===== src/rtl/coin_feeder_if.sv =====
// coin_feeder_if: sensor, vend-FSM coin link and status signals of the coin feeder.
//   nickel_in, dime_in : raw coin sensor levels (environment -> feeder)
//   newspaper          : dispense indicator from vend FSM (vend FSM -> feeder)
//   coin[1:0]          : coin code to vend FSM, 01 = 5c, 10 = 10c, 00 = none
//   coin_return        : one-cycle reject pulse
//   queue_full         : coin queue holds DEPTH entries
//   jam                : sticky sensor-jam flag
//   tally, reject_cnt  : only when COIN_FEEDER_TALLY_EN is defined
// master = the feeder itself, slave = its environment (sensors + vend FSM).
interface coin_feeder_if;
    logic       nickel_in;
    logic       dime_in;
    logic       newspaper;
    logic [1:0] coin;
    logic       coin_return;
    logic       queue_full;
    logic       jam;
`ifdef COIN_FEEDER_TALLY_EN
    logic [7:0] tally;
    logic [7:0] reject_cnt;
    modport master (
        input  nickel_in, dime_in, newspaper,
        output coin, coin_return, queue_full, jam, tally, reject_cnt
    );
    modport slave (
        output nickel_in, dime_in, newspaper,
        input  coin, coin_return, queue_full, jam, tally, reject_cnt
    );
`else
    modport master (
        input  nickel_in, dime_in, newspaper,
        output coin, coin_return, queue_full, jam
    );
    modport slave (
        output nickel_in, dime_in, newspaper,
        input  coin, coin_return, queue_full, jam
    );
`endif
endinterface


===== src/rtl/coin_feeder.sv =====
// coin_feeder: debounces nickel/dime sensors, queues accepted coins and feeds them to the vend FSM.
//   clock : rising-edge clock
//   reset : synchronous active-high reset
//   bus   : coin_feeder_if.master (sensors, newspaper in; coin, coin_return, queue_full, jam out)
// Optional: define COIN_FEEDER_TALLY_EN to add bus.tally (5c units emitted, wraps)
// and bus.reject_cnt (saturating reject count).
module coin_feeder #(
    parameter int DEBOUNCE   = 3,
    parameter int DEPTH      = 4,
    parameter int GAP        = 1,
    parameter int JAM_CYCLES = 64
) (
    input  logic          clock,
    input  logic          reset,
    coin_feeder_if.master bus
);
    localparam int DW = $clog2(DEBOUNCE + 1);
    localparam int JW = $clog2(JAM_CYCLES + 1);
    localparam int AW = $clog2(DEPTH);
    localparam int CW = $clog2(DEPTH + 1);
    localparam int GW = (GAP > 0) ? $clog2(GAP + 1) : 1;

    typedef enum logic [1:0] {F_IDLE, F_COUNT_HI, F_HELD, F_COUNT_LO} filt_t;
    typedef enum logic {E_IDLE, E_GAP} emit_t;

    logic [1:0] sensor;
    logic [1:0] qual;
    logic [1:0] jam_hit;
    assign sensor = {bus.dime_in, bus.nickel_in};

    // Bit 0 filters the nickel sensor, bit 1 the dime sensor.
    for (genvar f = 0; f < 2; f++) begin : g_filt
        filt_t         state;
        filt_t         state_nxt;
        logic [DW-1:0] cnt;
        logic [JW-1:0] held;
        logic          cnt_done;
        // The current cycle is the one that brings the count to DEBOUNCE.
        assign cnt_done = int'(cnt) >= DEBOUNCE - 1;
        always_ff @(posedge clock) begin
            if (reset) begin
                state <= F_IDLE;
                cnt   <= '0;
                held  <= '0;
            end else begin
                state <= state_nxt;
                cnt   <= (state == F_IDLE || state == F_HELD) ? DW'(1)
                       : (cnt == DW'(DEBOUNCE)) ? cnt : cnt + DW'(1);
                held  <= qual[f] ? '0
                       : (state == F_HELD && sensor[f] && held != JW'(JAM_CYCLES)) ? held + JW'(1)
                       : held;
            end
        end
        always_comb begin
            state_nxt = (state == F_IDLE)     ? (sensor[f] ? ((DEBOUNCE == 1) ? F_HELD : F_COUNT_HI) : F_IDLE)
                      : (state == F_COUNT_HI) ? (!sensor[f] ? F_IDLE : (cnt_done ? F_HELD : F_COUNT_HI))
                      : (state == F_HELD)     ? (sensor[f] ? F_HELD : ((DEBOUNCE == 1) ? F_IDLE : F_COUNT_LO))
                      : (sensor[f] ? F_HELD : (cnt_done ? F_IDLE : F_COUNT_LO));
        end
        assign qual[f]    = sensor[f] && ((state == F_IDLE && DEBOUNCE == 1) || (state == F_COUNT_HI && cnt_done));
        assign jam_hit[f] = state == F_HELD && sensor[f] && held == JW'(JAM_CYCLES - 1);
    end

    logic [1:0]    mem [DEPTH];
    logic [AW-1:0] wp;
    logic [AW-1:0] rp;
    logic [CW-1:0] q_cnt;
    logic [CW-1:0] q_cnt_nxt;
    logic          enq;
    logic          deq;
    logic          reject;

    // A full queue still accepts a coin when the head leaves in the same cycle.
    assign enq       = ^qual && (q_cnt != CW'(DEPTH) || deq);
    assign reject    = &qual || (^qual && !enq);
    assign q_cnt_nxt = q_cnt + CW'(enq) - CW'(deq);

    always_ff @(posedge clock) begin
        if (enq)
            mem[wp] <= qual[1] ? 2'b10 : 2'b01;
    end

    always_ff @(posedge clock) begin
        if (reset) begin
            wp              <= '0;
            rp              <= '0;
            q_cnt           <= '0;
            bus.queue_full  <= 1'b0;
            bus.coin_return <= 1'b0;
            bus.jam         <= 1'b0;
        end else begin
            wp              <= wp + AW'(enq);
            rp              <= rp + AW'(deq);
            q_cnt           <= q_cnt_nxt;
            bus.queue_full  <= q_cnt_nxt == CW'(DEPTH);
            bus.coin_return <= reject;
            bus.jam         <= bus.jam | (|jam_hit);
        end
    end

    emit_t         e_state;
    emit_t         e_state_nxt;
    logic [GW-1:0] g_cnt;

    always_ff @(posedge clock) begin
        if (reset) begin
            e_state <= E_IDLE;
            g_cnt   <= '0;
        end else begin
            e_state <= e_state_nxt;
            g_cnt   <= (e_state == E_IDLE) ? GW'(1) : (g_cnt == GW'(GAP)) ? g_cnt : g_cnt + GW'(1);
        end
    end

    always_comb begin
        e_state_nxt = (e_state == E_IDLE) ? ((deq && GAP > 0) ? E_GAP : E_IDLE)
                    : (int'(g_cnt) >= GAP) ? E_IDLE : E_GAP;
    end

    // The head is presented combinationally and popped at the same edge; newspaper holds it.
    assign deq      = e_state == E_IDLE && q_cnt != '0 && !bus.newspaper;
    assign bus.coin = deq ? mem[rp] : 2'b00;

`ifdef COIN_FEEDER_TALLY_EN
    // The coin code value equals its worth in 5c units.
    always_ff @(posedge clock) begin
        if (reset) begin
            bus.tally      <= '0;
            bus.reject_cnt <= '0;
        end else begin
            bus.tally      <= bus.tally + {6'd0, bus.coin};
            bus.reject_cnt <= bus.reject_cnt + 8'(reject && bus.reject_cnt != 8'hFF);
        end
    end
`endif
endmodule


===== src/flat_wrapper.sv =====
// flat-port wrapper written by rule: the top's interface ports become plain ports
module coin_feeder_flat 
#(
    parameter int DEBOUNCE   = 3,
    parameter int DEPTH      = 4,
    parameter int GAP        = 1,
    parameter int JAM_CYCLES = 64
)
  (clock, reset, bus_nickel_in, bus_dime_in, bus_newspaper, bus_coin, bus_coin_return, bus_queue_full, bus_jam);
  coin_feeder_if bus_i ();
  input  logic clock;
  input  logic reset;
  input wire logic [$bits(bus_i.nickel_in)-1:0] bus_nickel_in;
  input wire logic [$bits(bus_i.dime_in)-1:0] bus_dime_in;
  input wire logic [$bits(bus_i.newspaper)-1:0] bus_newspaper;
  output wire logic [$bits(bus_i.coin)-1:0] bus_coin;
  output wire logic [$bits(bus_i.coin_return)-1:0] bus_coin_return;
  output wire logic [$bits(bus_i.queue_full)-1:0] bus_queue_full;
  output wire logic [$bits(bus_i.jam)-1:0] bus_jam;
  assign bus_i.nickel_in = bus_nickel_in;
  assign bus_i.dime_in = bus_dime_in;
  assign bus_i.newspaper = bus_newspaper;
  assign bus_coin = bus_i.coin;
  assign bus_coin_return = bus_i.coin_return;
  assign bus_queue_full = bus_i.queue_full;
  assign bus_jam = bus_i.jam;
  coin_feeder #(.DEBOUNCE(DEBOUNCE), .DEPTH(DEPTH), .GAP(GAP), .JAM_CYCLES(JAM_CYCLES)) u_core (.clock(clock), .reset(reset), .bus(bus_i));
endmodule

===== config.mk =====
export PLATFORM = sky130hd
export DESIGN_NAME = coin_feeder_flat
export DESIGN_NICKNAME = d
export VERILOG_FILES = /design/src/rtl/coin_feeder_if.sv /design/src/rtl/coin_feeder.sv /design/src/flat_wrapper.sv
export SDC_FILE = /design/constraint.sdc
export NUM_CORES = 1
export LEC_CHECK = 0
export CAP_MARGIN = 20
export CORE_MARGIN = 4
export CORE_UTILIZATION = 51
export DETAILED_ROUTE_END_ITERATION = 6
export PLACE_DENSITY = 0.78
export SKIP_CTS_REPAIR_TIMING = 1
export SLEW_MARGIN = 0
export SYNTH_ARGS = -nofsm -noshare
export SYNTH_HDL_FRONTEND = slang
export SYNTH_SLANG_ARGS = --single-unit

===== constraint.sdc =====
create_clock -name clock -period 4.17 [get_ports clock]
set_input_delay 0.834 -clock clock [delete_from_list [all_inputs] [get_ports clock]]
set_output_delay 0.834 -clock clock [all_outputs]
set_load 0.02 [all_outputs]

==> qor.csv, run 1 <==
stage;metric;value;unit
status;status;finished clean;
place;# port buffers;9;
cells_and_area;Non-Filler Instances;258;
routing;Vias/cell;5.37;
logic_synthesis;Syn Nets;211;
logic_synthesis;most used flip-flop cell after synthesis;dfxtp_1;
grt;Tot GR Track Use;15.2;%
worst_setup_path;FF-to-FF setup slack;0.89;ns
timing;f_max;0.279;GHz
logic_synthesis;Ys Warns;0;
cts;CTS tree;done;
grt;grt ovf;0;
timing;Final Hold Violating Endpoints;0;
worst_setup_path;WP data required;4.37;ns
grt;first-pass GRT wire length;6.08;mm
worst_setup_path;FF-to-FF End;u_core.bus.queue_full;
die;I/O pins;10;
place;pre-CTS WS;0.290;ns
worst_setup_path;crit path DAT;3.78;ns
timing;Fin Hold WS;0.480;ns
cts;H-Tree Depth;2;
timing;worst-margin pin slew;0.624;ns
worst_setup_path;Worst Reg-to-Reg Cells;15;
worst_hold_path;min-delay worst type;reg2reg;
grt;initial antenna violation count;0;
grt;vias in the first global route;1343;
worst_setup_path;crit path max fanout;6;
pwr;Worst VDD drop;168;µV
pwr;leakage;0.908;nW
routing;met3 WL;134;µm
routing;routed vias;1386;
timing;Setup TNS;0;ns
cells_and_area;Syn-to-layout area delta;13.8;%
routing;max layer used;met4;
die;die area;4990;µm²
timing;minimum clock period;3.58;ns
worst_setup_path;CP Launch Type;primary input;
cts;Clock Pin Slew Worst Setup and Hold Paths;0.08;ns
cells_and_area;NumNets Final;228;
place;Placer Congestion;0.766;
logic_synthesis;sequential element share of the synthesized area;46.0;%
worst_setup_path;CP endpoint kind;flip-flop;
timing;PnR worst setup slack;0.589;ns
cells_and_area;share of cells above drive strength 1;11.9;%
routing;Wirelength per Cell;12.9;µm
logic_synthesis;Mapped Area;2000;µm²
worst_hold_path;Worst Hold Launch;u_core.e_state;
routing;drt total wl;3.33;mm
timing;Clock Skews;0.00607;ns
cts;Worst-Skew Late Latency;0.29;ns
cells_and_area;commonest non-fill, non-tap cell in the layout;dfxtp_1;
logic_synthesis;library cells used by synthesis;36;
logic_synthesis;Mapped Cells;192;
die;Die Y;70.7;µm
die;Core Box Area;3720;µm²
timing;Rel. slew slack;58.0;%
cells_and_area;most frequent cells in the layout;dfxtp_1 (34), inv_1 (17), a21oi_1 (16), ha_1 (13), o21ai_0 (11);
timing;Final Max Tran Viols;0;
die;initial core utilization;53.9;%
die;Die Wd;70.7;µm
worst_setup_path;R2R Path Start;u_core.g_filt[1].cnt[0];
routing;Final ANT Viol Nets;0;
pwr;Pwr Density;415;nW/µm²
routing;starting DRC count in detailed routing;59;
cells_and_area;Antenna diodes;0;
worst_hold_path;WHS Path Cells;2;
die;Row Count;22;
timing;unrepaired setup endpoints after global routing;no;
worst_setup_path;critical path class;in2reg;
logic_synthesis;EDFF count, synth;8;
logic_synthesis;Avg Synthesized Cell Area;10.4;µm²
cts;Root Driver;clkbuf_8;
grt;largest net degree at the start of global routing;17;
routing;DR pass1 iterations;4;
logic_synthesis;Post-synth ARST share;0;%
timing;crit share post-route;85.9;%
place;placed insts;250;
logic_synthesis;synthesized flop and latch total;42;
timing;final setup vio count;0;
worst_hold_path;Worst Hold End;u_core.e_state;
cts;CTS Buf Count;5;
cts;Max clock buf depth;2;
routing;DR WL met2;1.45;mm
routing;Met1 Wirelength;1.68;mm
cts;clk sink count;42;
cells_and_area;fin util;61.3;%
routing;Residual DRC;0;
place;dpl hpwl;2.46;mm
run;Max Cap Viol;0;
## flip-flops by register name (all words and copies together), names as in the netlist
register / count
u_core.g_cnt: 1
u_core.e_state: 1
u_core.q_cnt: 3
u_core.rp: 2
u_core.g_filt.held: 14
u_core.mem: 8
u_core.g_filt.cnt: 4
u_core.bus.coin_return: 1
u_core.bus.jam: 1
u_core.g_filt.state: 4
u_core.bus.queue_full: 1
u_core.wp: 2
## power breakdown
part           switching (mW)  internal [mW]
Sequential             0.0263          0.439
Combinational          0.0833         0.0917
Clock                   0.134          0.171
Total                   0.243          0.702
## logic make-up after synthesis
| kind of cell | count (synthesis) | share of synthesized area [%] |
|---|---|---|
| AOI/OAI and AO/OA | 45 | 14.3 |
| adders and majority gates | 14 | 9.13 |
| xor gates and xnor gates | 7 | 3.06 |
| and+or+nand+nor | 57 | 18.7 |
| muxes | 8 | 5.25 |
| buffers and inverters | 19 | 3.56 |
| DFF | 42 | 46.0 |
## layout make-up
class / instances / area (µm²)
clock buffers: 8 / 111
fillers: 315 / 1440
inverters: 17 / 63.8
multi-input cells: 131 / 1010
flip-flops and latches: 42 / 921
well taps: 48 / 60.1
repair buffers: 12 / 113
## metrics by stage
| stage | power [mW] | area (µm²) |
|---|---|---|
| 6_report | 0.945 | 2280 |
| 5_1_grt | 1.00 | 2280 |
| 4_1_cts | 0.957 | 2280 |
| 3_5_place_dp | 0.652 | 2170 |
| 3_3_place_gp | 0.644 | 2170 |
| 2_1_floorplan | 0.599 | 2000 |
## metal layers
layer  vias up  global-route usage, %
met2        15                   23.3
met5         -                      0
li1        725                      -
met4         0                   5.64
met3         5                   4.97
met1       641                   20.0
## Yosys cell counts (3+ instances only)
cell	n	area share, %
a21oi_1	16	4.0
and3_1	4	1.2
dfxtp_1	34	34
edfxtp_1	8	12
ha_1	13	8.1
inv_1	17	3.2
mux2i_1	6	3.0
nand2_1	9	1.7
nor2_1	9	1.7
nor2b_1	7	2.2
nor4b_1	3	1.3
o211ai_1	8	3.0
o21ai_0	11	2.7
o21ai_1	3	0.75
or2_2	3	0.94
or3_1	3	0.94
or3_2	3	1.1
xnor2_1	3	1.3
xor2_1	4	1.7
## how the worst max path moves through the flow
stage                      from               endpoint  cells after the start
finish              bus_dime_in  u_core.bus.queue_full                     14
detailed placement  bus_dime_in  u_core.bus.queue_full                     14
global placement    bus_dime_in  u_core.bus.queue_full                     14
floorplan           bus_dime_in  u_core.bus.queue_full                     13
global route        bus_dime_in  u_core.bus.queue_full                     14
CTS                 bus_dime_in  u_core.bus.queue_full                     14
## worst max-delay path: stages
cell,delay [ns]
clkdlybuf4s50_1,0.47
or2b_2,0.34
or2_2,0.33
inv_1,0.13
ha_1,0.17
inv_1,0.04
a31o_2,0.24
inv_1,0.10
ha_1,0.15
inv_1,0.05
fa_1,0.38
xor2_1,0.16
xnor2_1,0.14
nor4b_1,0.25
Note: power is estimated with default switching activity, not from simulation.
==> inputs of run 2 (changes only) <==
- CORE_MARGIN: 4 -> default
- REMOVE_ABC_BUFFERS: default -> 1
==> qor.csv, run 2 (synthesis gave the netlist of run 1 again) <==
stage;metric;value;unit;change
cells_and_area;most flop-heavy register;u_core.g_filt.held;;
grt;grt ovf;0;;unchanged
routing;DR pass1 iterations;4;;unchanged
pwr;Worst VDD drop;230;µV;+37%
routing;starting DRC count in detailed routing;39;;-34%
cells_and_area;commonest non-fill, non-tap cell in the layout;dfxtp_1;;
die;initial core utilization;53.9;%;unchanged
pwr;Clock Power Share;29.5;%;-2.7 points
pwr;leakage;0.887;nW;-2.4%
cells_and_area;share of cells above drive strength 1;11.5;%;-0.37 points
worst_setup_path;Most common cell on crit path;inv_1;;
die;Row Count;22;;unchanged
cells_and_area;Regs by FF count;u_core.g_filt.held: 14 flops, u_core.mem: 8 flops;;
timing;Setup TNS;0;ns;unchanged
run;Max Cap Viol;0;;unchanged
routing;Wirelength per Cell;12.9;µm;+0.18%
pwr;Pwr Density;403;nW/µm²;-3.0%
worst_setup_path;crit-path max cell delay;0.47;ns;about the same
cells_and_area;Storage cell area;921;µm²;unchanged
routing;Residual DRC;0;;unchanged
die;die area;4180;µm²;-16%
cts;H-Tree Depth;2;;unchanged
pwr;Sw Share;28.3;%;+2.6 points
timing;final setup vio count;0;;unchanged
cells_and_area;most frequent cells in the layout;dfxtp_1 (34), inv_1 (17), a21oi_1 (16), ha_1 (13), o21ai_0 (11);;
pwr;Overall Power;903;µW;-4.5%
cells_and_area;Syn-to-layout area delta;12.0;%;
routing;drt total wl;3.31;mm;-0.60%
pwr;Internal;647;µW;-7.9%
timing;Final Hold Violating Endpoints;0;;unchanged
grt;largest net degree at the start of global routing;17;;unchanged
cells_and_area;NumNets Final;226;;-0.88%
cts;Max clock buf depth;2;;unchanged
worst_setup_path;WP buf/inv;5;;unchanged
timing;Rel. slew slack;53.6;%;-4.4 points
worst_setup_path;Worst path slowest cell;clkdlybuf4s50_1;;
status;status;finished clean;;
place;# port buffers;9;;unchanged
worst_setup_path;crit path DAT;3.81;ns;+0.03 ns
pwr;sequential power share;51.5;%;+2.3 points
worst_setup_path;crit path max fanout;6;;unchanged
cells_and_area;Antenna diodes;0;;unchanged
place;dpl hpwl;2.37;mm;-3.8%
worst_setup_path;worst path cell trace;clkdlybuf4s50_1 -> or2b_2 -> or2_2 -> inv_1 -> ha_1 -> inv_1 -> a31o_2 -> inv_1 -> ha_1 -> inv_1 -> fa_1 -> xor2_1 -> xnor2_1 -> nor4b_1;;
die;Core Box Area;3720;µm²;unchanged
timing;unrepaired setup endpoints after global routing;no;;
worst_hold_path;min-delay worst type;reg2reg;;
timing;crit share post-route;86.5;%;+0.59 points
cts;CTS Buf Count;5;;unchanged
timing;Clock Skews;0.00769;ns;+0.00162 ns
cts;Root Driver;clkbuf_8;;
grt;Tot GR Track Use;18.2;%;+3.0 points
worst_setup_path;CP Launch Type;primary input;;
timing;minimum clock period;3.61;ns;+0.0247 ns
timing;worst-margin pin slew;0.694;ns;+0.0698 ns
pwr;Comb pwr share;19.0;%;+0.5 points
cells_and_area;multi-input logic area;1010;µm²;unchanged
worst_setup_path;WP data required;4.37;ns;about the same
cells_and_area;max reg flops;14;;unchanged
timing;f_max;0.277;GHz;-0.69%
grt;initial antenna violation count;0;;unchanged
grt;vias in the first global route;1351;;+0.60%
die;I/O pins;10;;unchanged
cts;CTS tree;done;;
cts;clk sink count;42;;unchanged
die;Die Wd;64.7;µm;-8.5%
worst_setup_path;critical path class;in2reg;;
timing;Final Max Tran Viols;0;;unchanged
worst_setup_path;CP endpoint kind;flip-flop;;
cells_and_area;Filler Cells Inserted;342;;+8.6%
routing;Final ANT Viol Nets;0;;unchanged
routing;routed vias;1391;;+0.36%
die;Die Y;64.7;µm;-8.5%
place;Placer Congestion;0.746;;-2.6%
routing;Vias/cell;5.43;;+1.1%
grt;first-pass GRT wire length;5.80;mm;-4.6%
pwr;switching pwr;256;µW;+5.1%
cts;Clock Pin Slew Worst Setup and Hold Paths;0.09;ns;about the same
cts;Worst-Skew Late Latency;0.30;ns;about the same
worst_setup_path;Largest delay share family, worst path;simple AND/OR/NAND/NOR gates;;
## run 2: per-stage QoR
| stage | setup slack, ns | util [%] | hold slack, ns | instances | area, µm² |
|---|---|---|---|---|---|
| final | 0.564 | 60.3 | 0.474 | 256 | 2240 |
| after global routing | 0.358 | 60.3 | 0.514 | 256 | 2240 |
| after CTS | 0.543 | 60.3 | 0.480 | 256 | 2240 |
| after detailed placement | 0.230 | 57.9 | 0.468 | 248 | 2150 |
| after global placement | 0.392 | 57.9 | 0.460 | 248 | 2150 |
| after floorplan | 0.996 | - | 0.439 | 190 | 1990 |
## run 2: area by class of cell
| cell class | count | share of cell area (%) |
|---|---|---|
| tap | 48 | 2.68 |
| clock inverter | 3 | 0.949 |
| timing repair buffer | 10 | 4.35 |
| clock buffer | 5 | 3.07 |
| inverter | 17 | 2.85 |
| multi-input combinational | 131 | 45.0 |
| sequential | 42 | 41.1 |
## run 2: power by group through the flow
stage               Clock, mW  Combinational (mW)  Sequential (mW)
floorplan                   0               0.126            0.471
global placement            0               0.167            0.475
detailed placement          0               0.172            0.476
CTS                     0.269               0.174            0.466
global route            0.289               0.195            0.470
finish                  0.266               0.171            0.465
## run 2: final timing paths
path	slack, ns	endpoint	cells after the start	startpoint
min	0.47	u_core.e_state	2	u_core.e_state
min reg2reg	0.47	u_core.e_state	2	u_core.e_state
max reg2reg	0.86	u_core.bus.queue_full	15	u_core.g_filt[1].cnt[0]
max	0.56	u_core.bus.queue_full	14	bus_dime_in
## run 2: worst reg2reg max path, cell delays in order (launching register included)
cell	delay, ns
dfxtp_1	0.37
inv_1	0.06
ha_1	0.19
o21ai_1	0.43
or2_2	0.26
inv_1	0.10
ha_1	0.31
inv_1	0.04
a31o_2	0.23
inv_1	0.10
ha_1	0.16
inv_1	0.05
fa_1	0.37
xor2_1	0.16
xnor2_1	0.14
nor4b_1	0.25
## run 2: layer usage
metal  global-route usage [%]  up-vias  wire length [µm]
met5                        0        -                 0
met4                     8.33        0                55
met3                     4.23        5                83
met2                     30.8       18              1600
met1                     21.7      649              1560
li1                         -      719                 -
==> inputs of run 3 (changes only) <==
- DONT_BUFFER_PORTS: default -> 1
- PLACE_DENSITY: 0.78 -> 0.75
==> qor.csv, run 3 (synthesis gave the netlist of run 1 again) <==
stage;metric;value;unit;change
worst_setup_path;Worst Reg-to-Reg Cells;15;;unchanged
timing;f_max;0.296;GHz;+6.7%
cells_and_area;commonest non-fill, non-tap cell in the layout;dfxtp_1;;
worst_setup_path;crit path max fanout;8;;+2
run;Max Cap Viol;0;;unchanged
routing;Vias/cell;5.74;;+5.6%
timing;Final Max Tran Viols;0;;unchanged
die;Die Y;64.7;µm;unchanged
worst_setup_path;CP endpoint kind;flip-flop;;
grt;first-pass GRT wire length;6.00;mm;+3.6%
cts;CTS Buf Count;5;;unchanged
timing;Clock Skews;0.00325;ns;-0.00444 ns
cells_and_area;most frequent cells in the layout;dfxtp_1 (34), inv_1 (17), a21oi_1 (16), ha_1 (13), o21ai_0 (11);;
timing;crit share post-route;81.0;%;-5.5 points
cells_and_area;NumNets Final;216;;-4.4%
cells_and_area;multi-input logic area;1010;µm²;unchanged
routing;Residual DRC;0;;unchanged
cts;Clock Pin Slew Worst Setup and Hold Paths;0.07;ns;-0.02 ns
timing;minimum clock period;3.38;ns;-0.227 ns
die;die area;4180;µm²;unchanged
worst_hold_path;min-delay worst type;reg2reg;;
die;I/O pins;10;;unchanged
cells_and_area;share of cells above drive strength 1;10.6;%;-0.93 points
routing;drt total wl;3.49;mm;+5.6%
grt;vias in the first global route;1424;;+5.4%
worst_hold_path;Worst Hold Launch;u_core.e_state;;
timing;PnR worst setup slack;0.792;ns;+0.227 ns
routing;met3 WL;92;µm;+11%
routing;routed vias;1412;;+1.5%
routing;Final ANT Viol Nets;0;;unchanged
cts;Max clock buf depth;2;;unchanged
worst_hold_path;WHS Path Cells;2;;unchanged
cells_and_area;Regs by FF count;u_core.g_filt.held: 14 flops, u_core.mem: 8 flops;;
worst_setup_path;R2R Path Start;u_core.g_filt[1].cnt[0];;
cells_and_area;most flop-heavy register;u_core.g_filt.held;;
worst_hold_path;Worst Hold End;u_core.e_state;;
routing;DR WL met2;1.78;mm;+11%
timing;worst-margin pin slew;0.649;ns;-0.0451 ns
routing;max layer used;met4;;
grt;initial antenna violation count;0;;unchanged
routing;Met1 Wirelength;1.57;mm;+0.19%
routing;starting DRC count in detailed routing;51;;+31%
routing;DR pass1 iterations;4;;unchanged
grt;largest net degree at the start of global routing;17;;unchanged
place;Placer Congestion;0.817;;+9.5%
worst_setup_path;FF-to-FF setup slack;0.79;ns;-0.07 ns
worst_setup_path;FF-to-FF End;u_core.bus.queue_full;;
cells_and_area;Syn-to-layout area delta;6.69;%;
die;Die Wd;64.7;µm;unchanged
timing;Rel. slew slack;56.3;%;+2.7 points
die;initial core utilization;53.9;%;unchanged
cts;Worst-Skew Late Latency;0.29;ns;about the same
cts;CTS tree;done;;
grt;grt ovf;0;;unchanged
place;pre-CTS WS;0.683;ns;+0.453 ns
timing;unrepaired setup endpoints after global routing;no;;
cells_and_area;Storage cell area;921;µm²;unchanged
place;dpl hpwl;2.64;mm;+11%
cts;H-Tree Depth;2;;unchanged
cts;clk sink count;42;;unchanged
worst_setup_path;critical path class;reg2reg;;
worst_setup_path;crit path DAT;3.56;ns;-0.25 ns
pwr;Worst VDD drop;170;µV;-26%
worst_setup_path;CP Launch Type;flip-flop;;
routing;Wirelength per Cell;14.2;µm;+9.9%
status;status;finished clean;;
die;Row Count;22;;unchanged
cells_and_area;fin util;57.5;%;-2.9 points
pwr;Pwr Density;408;nW/µm²;+1.2%
cts;Root Driver;clkbuf_8;;
cells_and_area;max reg flops;14;;unchanged
place;# port buffers;0;;-9
timing;Final Hold Violating Endpoints;0;;unchanged
timing;final setup vio count;0;;unchanged
worst_setup_path;WP data required;4.35;ns;-0.02 ns
cells_and_area;Antenna diodes;0;;unchanged
die;Core Box Area;3720;µm²;unchanged
pwr;leakage;0.848;nW;-4.4%
cells_and_area;Filler Cells Inserted;316;;-7.6%
grt;Tot GR Track Use;19.1;%;+0.93 points
timing;Setup TNS;0;ns;unchanged
-- run 3: metal layers --
metal	vias to the layer above	GRT usage, %
met5	-	0
met3	5	4.58
met1	685	21.3
met2	21	33.0
li1	701	-
met4	0	11.1
-- run 3: layout make-up --
cell class	count	area share, %
clock inverters	2	0.410
well taps	48	2.81
multi-input cells	131	47.3
flip-flops and latches	42	43.1
clock buffers	6	3.40
inverters	17	2.99
-- run 3: where the power goes --
group          internal (mW)  total [mW]  leakage [nW]  switching, mW
Combinational         0.0752       0.155         0.457         0.0798
Clock                  0.115       0.246        0.0426          0.131
Sequential             0.439       0.469         0.348         0.0300
Total                  0.630       0.870         0.848          0.241
-- run 3: per-stage QoR --
stage | cells | hold WS, ns | area, µm² | power (mW)
CTS | 246 | 0.484 | 2140 | 0.875
global route | 246 | 0.516 | 2140 | 0.923
finish | 246 | 0.480 | 2140 | 0.870
global placement | 238 | 0.449 | 2050 | 0.616
floorplan | 190 | 0.439 | 1990 | 0.597
detailed placement | 238 | 0.474 | 2050 | 0.633
-- run 3: worst max path at each step --
stage,startpoint,end,slack (ns),cells after the start
2_1_floorplan,bus_dime_in,u_core.bus.queue_full,1.0,13
3_3_place_gp,bus_dime_in,u_core.bus.queue_full,0.91,13
3_5_place_dp,bus_dime_in,u_core.bus.queue_full,0.68,13
4_1_cts,u_core.g_filt[1].cnt[0],u_core.bus.queue_full,0.77,15
5_1_grt,u_core.g_filt[1].cnt[0],u_core.bus.queue_full,0.55,15
6_report,u_core.g_filt[1].cnt[0],u_core.bus.queue_full,0.79,15
-- run 3: worst max-delay path, stage by stage, from the launching register on --
cell	delay, ns
dfxtp_1	0.37
inv_1	0.07
ha_1	0.20
o21ai_1	0.43
or2_2	0.25
inv_1	0.09
ha_1	0.31
inv_1	0.04
a31o_2	0.23
inv_1	0.10
ha_1	0.15
inv_1	0.04
fa_1	0.37
xor2_1	0.17
xnor2_1	0.15
nor4b_1	0.29
